`config.mk`:
```
export PLATFORM = sky130hd
export DESIGN_NAME = mult_seq
export DESIGN_NICKNAME = d
export VERILOG_FILES = /design/src/rtl/mult_pkg.sv /design/src/rtl/twoscomp_n.sv /design/src/rtl/mult_seq.sv
export SDC_FILE = /design/constraint.sdc
export NUM_CORES = 1
export LEC_CHECK = 0
export BUFFER_PORTS_ARGS = -buffer_cell sky130_fd_sc_hd__buf_2
export CAP_MARGIN = 0
export CELL_PAD_IN_SITES_DETAIL_PLACEMENT = 1
export CELL_PAD_IN_SITES_GLOBAL_PLACEMENT = 1
export CORE_MARGIN = 1.5
export CORE_UTILIZATION = 35
export CTS_BUF_LIST = sky130_fd_sc_hd__clkbuf_4 sky130_fd_sc_hd__clkbuf_8
export DETAILED_ROUTE_END_ITERATION = 6
export PLACE_DENSITY_LB_ADDON = 0.1
export RECOVER_POWER = 100
export SLEW_MARGIN = 20
export SYNTH_ARGS = -nofsm -noshare
export SYNTH_HDL_FRONTEND = slang
export SYNTH_SLANG_ARGS = --single-unit
```
`constraint.sdc`:
```
create_clock -name CLK -period 5.77 [get_ports CLK]
set_clock_uncertainty 0.15 [all_clocks]
set_input_delay 0.8655 -clock CLK [delete_from_list [all_inputs] [get_ports CLK]]
set_output_delay 0.8655 -clock CLK [all_outputs]
set_load 0.05 [all_outputs]
```
`src/rtl/mult_pkg.sv`:
```
// Shared definitions for the sequential shift-add multiplier:
// the control FSM state encoding and the default operand width.
package mult_pkg;

    localparam int MULT_DEFAULT_WIDTH = 32;

    typedef enum logic [1:0] {
        IDLE = 2'd0,
        RUN  = 2'd1,
        FIX  = 2'd2,
        DONE = 2'd3
    } state_t;

endpackage

```
`src/rtl/twoscomp_n.sv`:
```
// Conditional two's-complement of an N-bit vector. Used both to turn
// signed operands into magnitudes and to restore the product sign.
module twoscomp_n #(
    parameter int N = 32
) (
    input  logic [N-1:0] x,
    input  logic         neg,
    output logic [N-1:0] y
);

    assign y = neg ? (~x + N'(1'b1)) : x;

endmodule

```
`src/rtl/mult_seq.sv`:
```
// Sequential radix-2 shift-add multiplier, signed or unsigned operands.
// Latency is WIDTH+2 cycles from an accepted START to the DONE pulse.
// Optional build macro MULT_SEQ_ZERO_SKIP_EN: an operation with a zero
// operand completes in one cycle with a zero product.
module mult_seq #(
    parameter int WIDTH = mult_pkg::MULT_DEFAULT_WIDTH
) (
    input  logic             CLK,
    input  logic             RST,
    input  logic             START,
    input  logic             SIGNED,
    input  logic [WIDTH-1:0] A,
    input  logic [WIDTH-1:0] B,
    output logic [WIDTH-1:0] HI,
    output logic [WIDTH-1:0] LO,
    output logic             BUSY,
    output logic             DONE
);
    import mult_pkg::*;

    // The port DONE shadows the state literal, so that state is always
    // written with its package prefix.
    localparam int            CW        = $clog2(WIDTH);
    localparam logic [CW-1:0] LAST_STEP = CW'(WIDTH - 1);

    state_t               state;
    state_t               next_state;
    logic [WIDTH-1:0]     mcand;
    logic [WIDTH-1:0]     mplier;
    logic [WIDTH-1:0]     mag_a;
    logic [WIDTH-1:0]     mag_b;
    logic [WIDTH:0]       acc;
    logic [WIDTH:0]       sum;
    logic [CW-1:0]        step;
    logic                 sign;
    logic                 accept;
    logic                 skip;
    logic [2*WIDTH-1:0]   product;
    logic [2*WIDTH-1:0]   product_fix;

    assign accept = START && ((state == IDLE) || (state == mult_pkg::DONE));

`ifdef MULT_SEQ_ZERO_SKIP_EN
    assign skip = (A == {WIDTH{1'b0}}) || (B == {WIDTH{1'b0}});
`else
    assign skip = 1'b0;
`endif

    // One shift-add step: the accumulator never exceeds 2^WIDTH-1 before
    // the add, so the extra accumulator bit absorbs the carry.
    assign sum     = acc + (mplier[0] ? {1'b0, mcand} : {(WIDTH+1){1'b0}});
    assign product = {acc[WIDTH-1:0], mplier};

    twoscomp_n #(.N(WIDTH)) u_mag_a (
        .x   (A),
        .neg (SIGNED & A[WIDTH-1]),
        .y   (mag_a)
    );

    twoscomp_n #(.N(WIDTH)) u_mag_b (
        .x   (B),
        .neg (SIGNED & B[WIDTH-1]),
        .y   (mag_b)
    );

    twoscomp_n #(.N(2*WIDTH)) u_neg_p (
        .x   (product),
        .neg (sign),
        .y   (product_fix)
    );

    // State register.
    always_ff @(posedge CLK or posedge RST) begin
        if (RST) begin
            state <= IDLE;
        end else begin
            state <= next_state;
        end
    end

    // Next-state logic: RUN lasts exactly WIDTH steps, FIX one cycle.
    always_comb begin
        next_state = state;
        case (state)
            IDLE: begin
                if (accept) begin
                    next_state = skip ? mult_pkg::DONE : RUN;
                end else begin
                    next_state = IDLE;
                end
            end
            RUN: begin
                if (step == LAST_STEP) begin
                    next_state = FIX;
                end else begin
                    next_state = RUN;
                end
            end
            FIX: begin
                next_state = mult_pkg::DONE;
            end
            mult_pkg::DONE: begin
                if (accept) begin
                    next_state = skip ? mult_pkg::DONE : RUN;
                end else begin
                    next_state = IDLE;
                end
            end
            default: begin
                next_state = IDLE;
            end
        endcase
    end

    // Status outputs decoded from the state register.
    always_comb begin
        BUSY = 1'b0;
        DONE = 1'b0;
        case (state)
            RUN, FIX: begin
                BUSY = 1'b1;
            end
            mult_pkg::DONE: begin
                DONE = 1'b1;
            end
            default: begin
                BUSY = 1'b0;
                DONE = 1'b0;
            end
        endcase
    end

    // Datapath: latch magnitudes on accept, shift-add in RUN, publish in FIX.
    always_ff @(posedge CLK or posedge RST) begin
        if (RST) begin
            mcand  <= {WIDTH{1'b0}};
            mplier <= {WIDTH{1'b0}};
            acc    <= {(WIDTH+1){1'b0}};
            step   <= {CW{1'b0}};
            sign   <= 1'b0;
            HI     <= {WIDTH{1'b0}};
            LO     <= {WIDTH{1'b0}};
        end else if (accept) begin
            mcand  <= mag_a;
            mplier <= mag_b;
            acc    <= {(WIDTH+1){1'b0}};
            step   <= {CW{1'b0}};
            sign   <= SIGNED & (A[WIDTH-1] ^ B[WIDTH-1]);
            if (skip) begin
                HI <= {WIDTH{1'b0}};
                LO <= {WIDTH{1'b0}};
            end
        end else begin
            case (state)
                RUN: begin
                    acc    <= {1'b0, sum[WIDTH:1]};
                    mplier <= {sum[0], mplier[WIDTH-1:1]};
                    step   <= step + CW'(1'b1);
                end
                FIX: begin
                    HI <= product_fix[2*WIDTH-1:WIDTH];
                    LO <= product_fix[WIDTH-1:0];
                end
                default: begin
                end
            endcase
        end
    end

endmodule

```
==> impl_results.md, run 1 <==
- Largest family of logic cells by synthesized area: compound AO/OA/AOI/OAI gates
- Met2 WL: ~13 mm
- Clock Pin Slew Worst Setup and Hold Paths: roughly 100 ps
- Met1 WL: 17.02 mm
- Critical path endpoint: acc[11]
- Status: finished with violations
- Slew margin rel.: -1.041
- 1st-iter DRT viols: 380
- Pwr dens: approximately 520 nW/um^2
- Reg2Reg Launch Point: state[0]
- CP Data Required Time: approximately 6000 ps
- CTS Buf Count: 17
- Root Buffer: clkbuf_8
- Vias after detailed routing: slightly above 9000
- Synth Warn #: 0
- Worst Path Arrival: 4650 ps
- Ports: approximately 130
- First-pass GRT wire length: 50.48 mm
- Most frequent cells in the layout: 167 x dfrtp_1, 131 x nor2_1, 129 x nand2_1, 121 x a21oi_1, 117 x o21ai_0
- Tmin final: roughly 4400 ps
- Die span in y: 179.2 um
- Sequential cell area: roughly 4200 um^2
- Largest net degree at the start of global routing: 169
- Critical Path Source: state[0]
- Clk Latency, worst-skew pair: about 500 ps
- Post-synthesis compound-gate area fraction: 0.1868
- Placer Congestion: between 0.8 and 0.9
- Max Buffers Root-to-Sink: 2
- Max Cap Viol: 4
- Adder-cell share of the synthesized area: 0.04788
- Layout cells sized above 1: 0.09191
- Post-synth EDFFs: 0
- Overflow after GRT: 0
- Tcrit/Tclk final: 0.7673
- Seq cells post-synth: 168
- Initial antenna violation count: 0
- Register area share after synthesis: 0.3867
- Worst slew pin tran: between 3000 and 4000 ps
- N_diodes: 0
- Worst R2R End: acc[11]
- Starting Density: 0.3554
- Register-to-Register Setup Slack: between 1000 and 1500 ps
- Multi-input logic area: ~6400 um^2
- Post-synth net total: ~1400
- Drt pass-1 iters: 5
- Detailed Place HPWL: around 23 mm
- Via/cell ratio: 5.256
- Number of global-route vias before repair: about 9200
- CTS Sinks: around 170
- Drt wl/cell: around 18 um
- CTS tree: built
- Final Setup Violations: 0
- Final #Nets: 1456
- Ys flop type: dfrtp_1
- Routed wl met3: 812 um
- Remaining design rule violation count: 0
- Routed WL: between 30 and 40 mm
- # resized after CTS: 0
- Failing checks: max-capacitance violations, max-slew violations
- Fillcell total: 3666
- Core box area: between 30000 and 40000 um^2
- Area grow syn2layout: 12.28%
- Commonest non-fill, non-tap cell in the layout: dfrtp_1
- Max Slew Vio Count: approximately 230
- Hold_sp: mcand[27]
- Num rows: 64
- HP Class: register to register
- Mapped Avg Cell Area: just under 9 um^2
- Post-DRT Antenna Nets: 0
- Async S/R FF share, synth: 1.000
- CP Launch Type: register
- Total negative slack: 0 ps
- Cells after Synth: ~1200
- Hold Slack: 331.2 ps
- Crit path max fanout: between 70 and 80
- Die Wd: roughly 180 um
- Netlist cell types: between 50 and 60
- # hold bufs at CTS: 0
- P_leak: about 5.5 nW
- Multiplexer share of the synthesized area: 0.04926
- Worst VDD drop: 0.0001991 V
- CTS H-tree depth: 4
- Worst r2r path cells: 6
- Unrepaired setup endpoints after global routing: false
- Synth Area in Simple Gates: 0.1790
- Post-CTS setup repair buffer count: 0
- Setup CP Type: register to register
- Top Layer Used: met4
- Maximum clock rate: ~230 MHz
- Endpoints failing hold: 0
- Post-Synth XOR/XNOR Area: 0.1217
- Die area: 32130 um^2
- Synth Cell Area: around 11000 um^2
- IO Port Bufs: 133
- Total Routing Usage GR: 0.2008
- Setup crit end kind: register
## synthesized netlist by cell type (15+ instances only)
| cell type | number | area, um^2 |
|---|---|---|
| ha_1 | 40 | 500.5 |
| o31ai_1 | 34 | 255.2 |
| mux2i_1 | 49 | 490.5 |
| xnor2_1 | 44 | 385.4 |
| o21ai_0 | 117 | 585.6 |
| inv_1 | 22 | 82.58 |
| and2_1 | 36 | 225.2 |
| nor2_1 | 131 | 491.7 |
| dfrtp_1 | 168 | 4204 |
| nor3_1 | 15 | 75.07 |
| nand2_1 | 130 | 488.0 |
| xor2_1 | 107 | 937.2 |
| a21oi_1 | 121 | 605.6 |
| clkbuf_1 | 53 | 198.9 |
| o41ai_1 | 16 | 140.1 |
## per-layer routing
layer / track usage / up-vias
met5: 0 / -
met4: 0.04959 / 0
met3: 0.02460 / 26
met2: 0.2933 / 132
met1: 0.3097 / 4455
li1: - / 4616
## kinds of logic (layout without fill, tap and decap cells)
logic type               Yosys count  count (layout)
flip-flops                       168             168
buffers and inverters             83             195
adder cells (fa/ha/maj)           41              41
AND/OR/NAND/NOR                  409             409
AO/OA/AOI/OAI                    343             343
multiplexers                      53              53
XOR/XNOR                         151             151
## registers in the layout (all words and copies together) (netlist names)
register,cells
HI,32
LO,32
acc,32
mcand,32
mplier,32
step,5
state,2
sign,1
## worst max-delay path, cell delays in order, from the launching register on
cell and delay (ps):
dfrtp_1 440, inv_1 60, ha_1 380, nand2_2 80
clkbuf_1 1910, nand2_1 870, o21ai_0 410
## power breakdown
group | switching [mW] | internal, mW
sequential | 0.577 | 1.65
combinational | 2.01 | 1.20
clock | 0.503 | 0.436
## layout make-up
class,instances,share of cell area
sequential,168,0.3445
tap,396,0.04059
multi-input combinational,997,0.5210
clock inverter,15,0.01527
clock buffer,17,0.01917
timing repair buffer,141,0.05259
inverter,22,0.006868
## worst min path at each step
| stage | depth (start not counted) | endpoint | slack, ps |
|---|---|---|---|
| finish | 2 | mcand[27] | 330 |
| detailed placement | 2 | mcand[19] | 320 |
| global route | 2 | mcand[19] | 360 |
| CTS | 2 | sign | 340 |
| floorplan | 2 | mcand[31] | 290 |
| global placement | 2 | mcand[27] | 310 |
## metrics by stage
step	util	std cells	setup slack, ps	instance area, um^2	total power [mW]
floorplan	-	1248	207.8	10870	4.559
global placement	0.3894	1724	1658	11910	5.430
detailed placement	0.3894	1724	1527	11910	5.493
CTS	0.4031	1756	1497	12330	6.471
global route	0.3990	1756	845.0	12210	6.961
finish	0.3990	1756	1342	12210	6.375
No activity file was read; power rests on OpenSTA's default activity.
==> inputs of run 2 (changes only) <==
clock period = 4.6 ns   (was 5.77 ns; I/O delays follow)
==> run 2 against run 1 <==
Against the previous run: the run still ends with max-capacitance violations, max-slew violations left; cell area hardly changed; core utilization hardly changed; die area did not move; largest power group unchanged.
==> impl_results.md, run 2 (synthesized netlist as in run 1, its figures left out) <==
- Layout cells sized above 1: 0.09011 (-0.001802)
- HP Class: primary input to asynchronous set/reset pin
- 1st-iter DRT viols: 375 (-1.3%)
- Vias after detailed routing: 9269 (+0.43%)
- Max Slew Vio Count: 307 (+36%)
- Failing checks: max-capacitance violations, max-slew violations
- Placer Congestion: 0.8387 (+1.8%)
- Die span in y: 179.2 um (unchanged)
- CP Launch Type: register
- CTS H-tree depth: 4 (unchanged)
- Total Routing Usage GR: 0.1994 (-0.001355)
- Root Buffer: clkbuf_8
- Most frequent cells in the layout: 167 x dfrtp_1, 131 x nor2_1, 131 x nand2_1, 121 x a21oi_1, 117 x o21ai_0
- Critical path endpoint: HI[20]
- CTS Sinks: 168 (unchanged)
- P_leak: 5.469 nW (+0.30%)
- Max Buffers Root-to-Sink: 2 (unchanged)
- Post-CTS setup repair buffer count: 0 (unchanged)
- Worst R2R End: HI[20]
- CTS tree: built
- First-pass GRT wire length: 50.35 mm (-0.26%)
- Detailed Place HPWL: 23.61 mm (+4.4%)
- Buf/Inv on CP: 0 (-2)
- Crit path max fanout: 7 (-90%)
- Total negative slack: 0 ps (unchanged)
- CTS Buf Count: 17 (unchanged)
- CP Depth: 8 (+2)
- Drt pass-1 iters: 4 (-1)
- Endpoints failing hold: 0 (unchanged)
- Num rows: 64 (unchanged)
- Register-to-Register Setup Slack: 710 ps (-630 ps)
- Status: finished with violations
- Hold Slack: 220.5 ps (-110.8 ps)
- Maximum clock rate: 257.3 MHz (+14%)
- Largest delay share family, worst path: simple AND/OR/NAND/NOR gates
- Final #Nets: 1461 (+0.34%)
- Final Setup Violations: 0 (unchanged)
- Setup CP Type: register to register
- Tmin final: 3886 ps (-541.5 ps)
- Worst VDD drop: 0.0002241 V (+13%)
- Routed WL: 31.29 mm (+0.58%)
- Crit-path slowest cell: or4_4
- Drt wl/cell: 17.77 um (+0.29%)
- Worst r2r path cells: 8 (+2)
- Final Total Pwr: 8.020 mW (+26%)
- Remaining design rule violation count: 0 (unchanged)
- N_diodes: 0 (unchanged)
- Starting Density: 0.3554 (unchanged)
- Die Wd: 179.2 um (unchanged)
- Largest net degree at the start of global routing: 82 (-51%)
- Worst Path Arrival: 4030 ps (-620 ps)
- Critical Path Source: mplier[22]
- Critical Path Max Stage Delay: 580 ps (-1330 ps)
- Post-Layout Cell Count: 1761 (+0.28%)
- Cells after DPL: 1729 (+0.29%)
- # resized after CTS: 0 (unchanged)
- Fillcell total: 3665 (-0.027%)
- Initial antenna violation count: 0 (unchanged)
- Reg2Reg Launch Point: mplier[22]
- Tcrit/Tclk final: 0.8448 (+0.07745)
- Max Cap Viol: 6 (+2)
- Commonest non-fill, non-tap cell in the layout: dfrtp_1
- Crit path top cell by count: or4_4
- Worst slew pin tran: 2406 ps (-655.2 ps)
- Area grow syn2layout: 12.27% (about the same)
- Ports: 134 (unchanged)
- Via/cell ratio: 5.263 (+0.15%)
- Pwr dens: 657.2 nW/um^2 (+26%)
- Crit-path cells: or4_4, or4_4, nor3_1, nand2_1, or3_1, o41ai_1, xor2_1, a21oi_1
- Final Cell Area: 12200 um^2 (about the same)
- Clk Latency, worst-skew pair: 490 ps (about the same)
- # hold bufs at CTS: 0 (unchanged)
- Core box area: 30590 um^2 (unchanged)
- Setup crit end kind: register
- IO Port Bufs: 133 (unchanged)
- Placed cell area: 11950 um^2 (+0.30%)
- CP Data Required Time: 4750 ps (-1240 ps)
- Number of global-route vias before repair: 9219 (+0.41%)
- Post-DRT Antenna Nets: 0 (unchanged)
- Overflow after GRT: 0 (unchanged)
- Clock Pin Slew Worst Setup and Hold Paths: 100 ps (about the same)
- Die area: 32130 um^2 (unchanged)
- Slew margin rel.: -0.6038 (+0.4368)
- Unrepaired setup endpoints after global routing: false
==> run 2: cell count changes in the layout (fill, tap and decap cells not counted), sizes merged <==
cell and delta:
buf +4, clkinvlp -2, clkbuf +2, inv +1
==> run 2: final cells by class <==
cell class	instances	area, um^2	area share
clock buffer	18	241.5	0.01979
tap	396	495.5	0.04060
clock inverter	14	186.4	0.01528
sequential	168	4208	0.3448
timing repair buffer	146	660.6	0.05413
inverter	22	83.83	0.006869
multi-input combinational	997	6329	0.5186
==> run 2: worst min-delay path by stage <==
stage	from	endpoint	cells after the start
5_1_grt	RST	LO[23]	2
3_5_place_dp	mcand[16]	mcand[16]	2
3_3_place_gp	mcand[31]	mcand[31]	2
4_1_cts	RST	LO[23]	2
6_report	RST	LO[23]	2
2_1_floorplan	mcand[31]	mcand[31]	2
==> run 2: stage by stage <==
stage,setup WS (ps),utilization
floorplan,1135,-
CTS,1054,0.4045
detailed placement,1093,0.3905
global placement,1146,0.3905
finish,713.9,0.3990
global route,452.1,0.3990
==> run 2: layer usage <==
layer	track usage	part of all wire	vias to the layer above
met5	0	0	-
met4	0.04063	0.010	0
met3	0.02820	0.032	18
met2	0.2955	0.42	137
met1	0.3051	0.54	4477
li1	-	-	4637
==> run 2: power breakdown <==
group	total, mW	internal (mW)	switching, mW	leakage [nW]
logic	4.01	1.49	2.52	3.09
registers	2.82	2.07	0.754	2.16
clock network	1.19	0.560	0.633	0.216
==> inputs of run 3 (changes only) <==
ABC_AREA = 1   (was unset)
clock period = 4.05 ns   (was 4.6 ns; I/O delays follow)
==> run 3 against run 2 <==
Against the previous run: the run still ends with max-capacitance violations, max-slew violations left; area after synthesis rose by 20%; core utilization decreased by 0.52 points; cell area rose by 18%; via count rose by 48%; critical path depth is the same; non-clock buffer count fell by 3; die area up 20%; synthesized cell count increased by 68%; global-route usage increased by 5.9 points; critical path type unchanged; largest cell class unchanged; largest power group unchanged.
==> impl_results.md, run 3 <==
- Final core occ: 0.3938 (-0.005189)
- Tmin final: 3312 ps (-574.1 ps)
- Max Slew Vio Count: 312 (+1.6%)
- Final #Nets: 2310 (+58%)
- Ys flop type: dfrtp_1
- Critical Path Source: state[0]
- Commonest cells in the synthesized netlist: 755 x nand2_1, 283 x inv_1, 220 x nor2_1
- Post-Layout Cell Count: 2682 (+52%)
- Hold Slack: 227.3 ps (+6.856 ps)
- Status: finished with violations
- Most frequent cell after synthesis: nand2_1
- Layout cells sized above 1: 0.06685 (-0.02326)
- Worst Path Arrival: 3550 ps (-480 ps)
- CTS Buf Count: 17 (unchanged)
- CP Launch Type: register
- Critical Path Max Stage Delay: 1440 ps (+860 ps)
- Die area: 38430 um^2 (+20%)
- Ports: 134 (unchanged)
- Area grow syn2layout: 10.53%
- Top post-synthesis cells by area: dfrtp_1 32%, nand2_1 22%, nand3_1 8.2%
- # hold bufs at CTS: 0 (unchanged)
- First-pass GRT wire length: 77.32 mm (+54%)
- Netlist cell types: 47 (-20%)
- Register area share after synthesis: 0.3223 (-0.06441)
- Register-to-Register Setup Slack: 740 ps (+20 ps)
- Mapped Avg Cell Area: 6.220 um^2 (-29%)
- Drt wl/cell: 18.02 um (+1.4%)
- Tcrit/Tclk final: 0.8178 (-0.02704)
- Failing checks: max-capacitance violations, max-slew violations
- Die Wd: 196.0 um (+9.4%)
- Initial antenna violation count: 0 (unchanged)
- Pwr dens: 659.5 nW/um^2 (+0.36%)
- Cells after DPL: 2650 (+53%)
- Detailed Place HPWL: 38.62 mm (+64%)
- IO Port Bufs: 133 (unchanged)
- Final Cell Area: 14420 um^2 (+18%)
- Maximum clock rate: 301.9 MHz (+17%)
- Crit-path cells: inv_1, ha_1, nand2_1, inv_1, nor2_4, clkbuf_1, o21ai_0, o22ai_1
- Commonest non-fill, non-tap cell in the layout: nand2_1
- Total Routing Usage GR: 0.2585 (+0.05909)
- CTS tree: built
- Async S/R FF share, synth: 1.000 (unchanged)
- Final Setup Violations: 0 (unchanged)
- Via/cell ratio: 5.103 (-3.1%)
- Overflow after GRT: 0 (unchanged)
- Reg2Reg Launch Point: state[0]
- Post-synth EDFFs: 0 (unchanged)
- Total negative slack: 0 ps (unchanged)
- Starting Density: 0.3563 (+0.0008878)
- Setup crit end kind: register
- Core box area: 36610 um^2 (+20%)
- Placed cell area: 14150 um^2 (+18%)
- P_leak: 7.422 nW (+36%)
- Setup CP Type: register to register
- Largest delay share family, worst path: buffers and inverters
- HP Class: primary input to register
- Post-DRT Antenna Nets: 0 (unchanged)
- Die span in y: 196.0 um (+9.4%)
- Placer Congestion: 0.9141 (+9.0%)
- Remaining design rule violation count: 0 (unchanged)
- Unrepaired setup endpoints after global routing: false
- Hold_sp: A[16]
- Post-synth net total: 2206 (+63%)
- Number of global-route vias before repair: 13877 (+51%)
- N_diodes: 0 (unchanged)
- Max Buffers Root-to-Sink: 2 (unchanged)
- Synth Cell Area: 13040 um^2 (+20%)
- Yosys top cell by area: dfrtp_1
- Max Cap Viol: 4 (-2)
- CTS H-tree depth: 4 (unchanged)
- Largest net degree at the start of global routing: 169 (+110%)
- CTS Sinks: 168 (unchanged)
- Drt pass-1 iters: 5 (+1)
- Endpoints failing hold: 0 (unchanged)
- Cells after Synth: 2097 (+68%)
- Root Buffer: clkbuf_8
- Crit-path slowest cell: clkbuf_1
- Worst slew pin tran: 2367 ps (-38.99 ps)
- Crit path top cell by count: inv_1
- Routed WL: 48.34 mm (+54%)
- Top cell type's share of synthesized area: 0.3223 (-0.06441)
- Clock Pin Slew Worst Setup and Hold Paths: 100 ps (about the same)
- CP Data Required Time: 4280 ps (-470 ps)
- # resized after CTS: 0 (unchanged)
- Buf/Inv on CP: 3 (+3)
- Seq cells post-synth: 168 (unchanged)
- Slew margin rel.: -0.5778 (+0.02599)
- Most frequent cells in the layout: 757 x nand2_1, 285 x inv_1, 225 x nor2_1, 214 x nand3_1, 166 x dfrtp_1
- Crit path max fanout: 34 (+27)
- Worst VDD drop: 0.0002967 V (+32%)
- Num rows: 70 (+9.4%)
- 1st-iter DRT viols: 809 (+120%)
- Clk Latency, worst-skew pair: 490 ps (about the same)
- Vias after detailed routing: 13685 (+48%)
- Synth Warn #: 0 (unchanged)
- Post-CTS setup repair buffer count: 0 (unchanged)
run 3: power breakdown:
group	internal, mW	total (mW)	switching [mW]
Clock	0.576	1.35	0.773
Combinational	1.59	5.11	3.52
Sequential	2.20	3.05	0.847
run 3: kinds of logic after synthesis:
| kind of cell | share of synthesized area |
|---|---|
| simple gates | 0.4143 |
| buf+inv | 0.1017 |
| compound gates | 0.09555 |
| flops | 0.3223 |
| fa+ha+maj | 0.03991 |
| xor+xnor | 0.02619 |
run 3: layout make-up:
type,instances,area [um^2]
Clock buffer,17,234.0
Timing Repair Buffer,143,646.9
Tap cell,468,585.6
Clock inverter,15,182.7
Fill cell,4975,22190
Inverter,289,1089
Multi-Input combinational cell,1582,7472
Sequential cell,168,4207
run 3: path summary, 6_finish.rpt:
path,end,cells past startpoint
setup / recovery,acc[3],8
hold / removal,mcand[16],3
setup reg to reg,acc[3],8
hold reg to reg,HI[17],2
max in group asynchronous,sign,3
min in group asynchronous,LO[9],3
run 3: routing by layer:
layer | wire length (um) | vias up | track usage | part of all wire
met5 | 0 | - | 0 | 0
met3 | 2100 | 39 | 0.03679 | 0.043
met1 | 24900 | 6554 | 0.3811 | 0.52
met4 | 925 | 0 | 0.06638 | 0.019
li1 | - | 6821 | - | -
met2 | 20410 | 271 | 0.3946 | 0.42
run 3: metrics by stage:
step | setup WS [ps] | total power [mW]
2_1_floorplan | 1152 | 6.413
3_3_place_gp | 780.7 | 7.995
3_5_place_dp | 772.9 | 8.172
4_1_cts | 760.0 | 9.548
5_1_grt | 519.1 | 10.40
6_report | 738.1 | 9.508
run 3: tightest hold or removal path, cell delays in order:
cell and delay, ps:
buf_2 110, nand2_1 60, a31oi_1 60
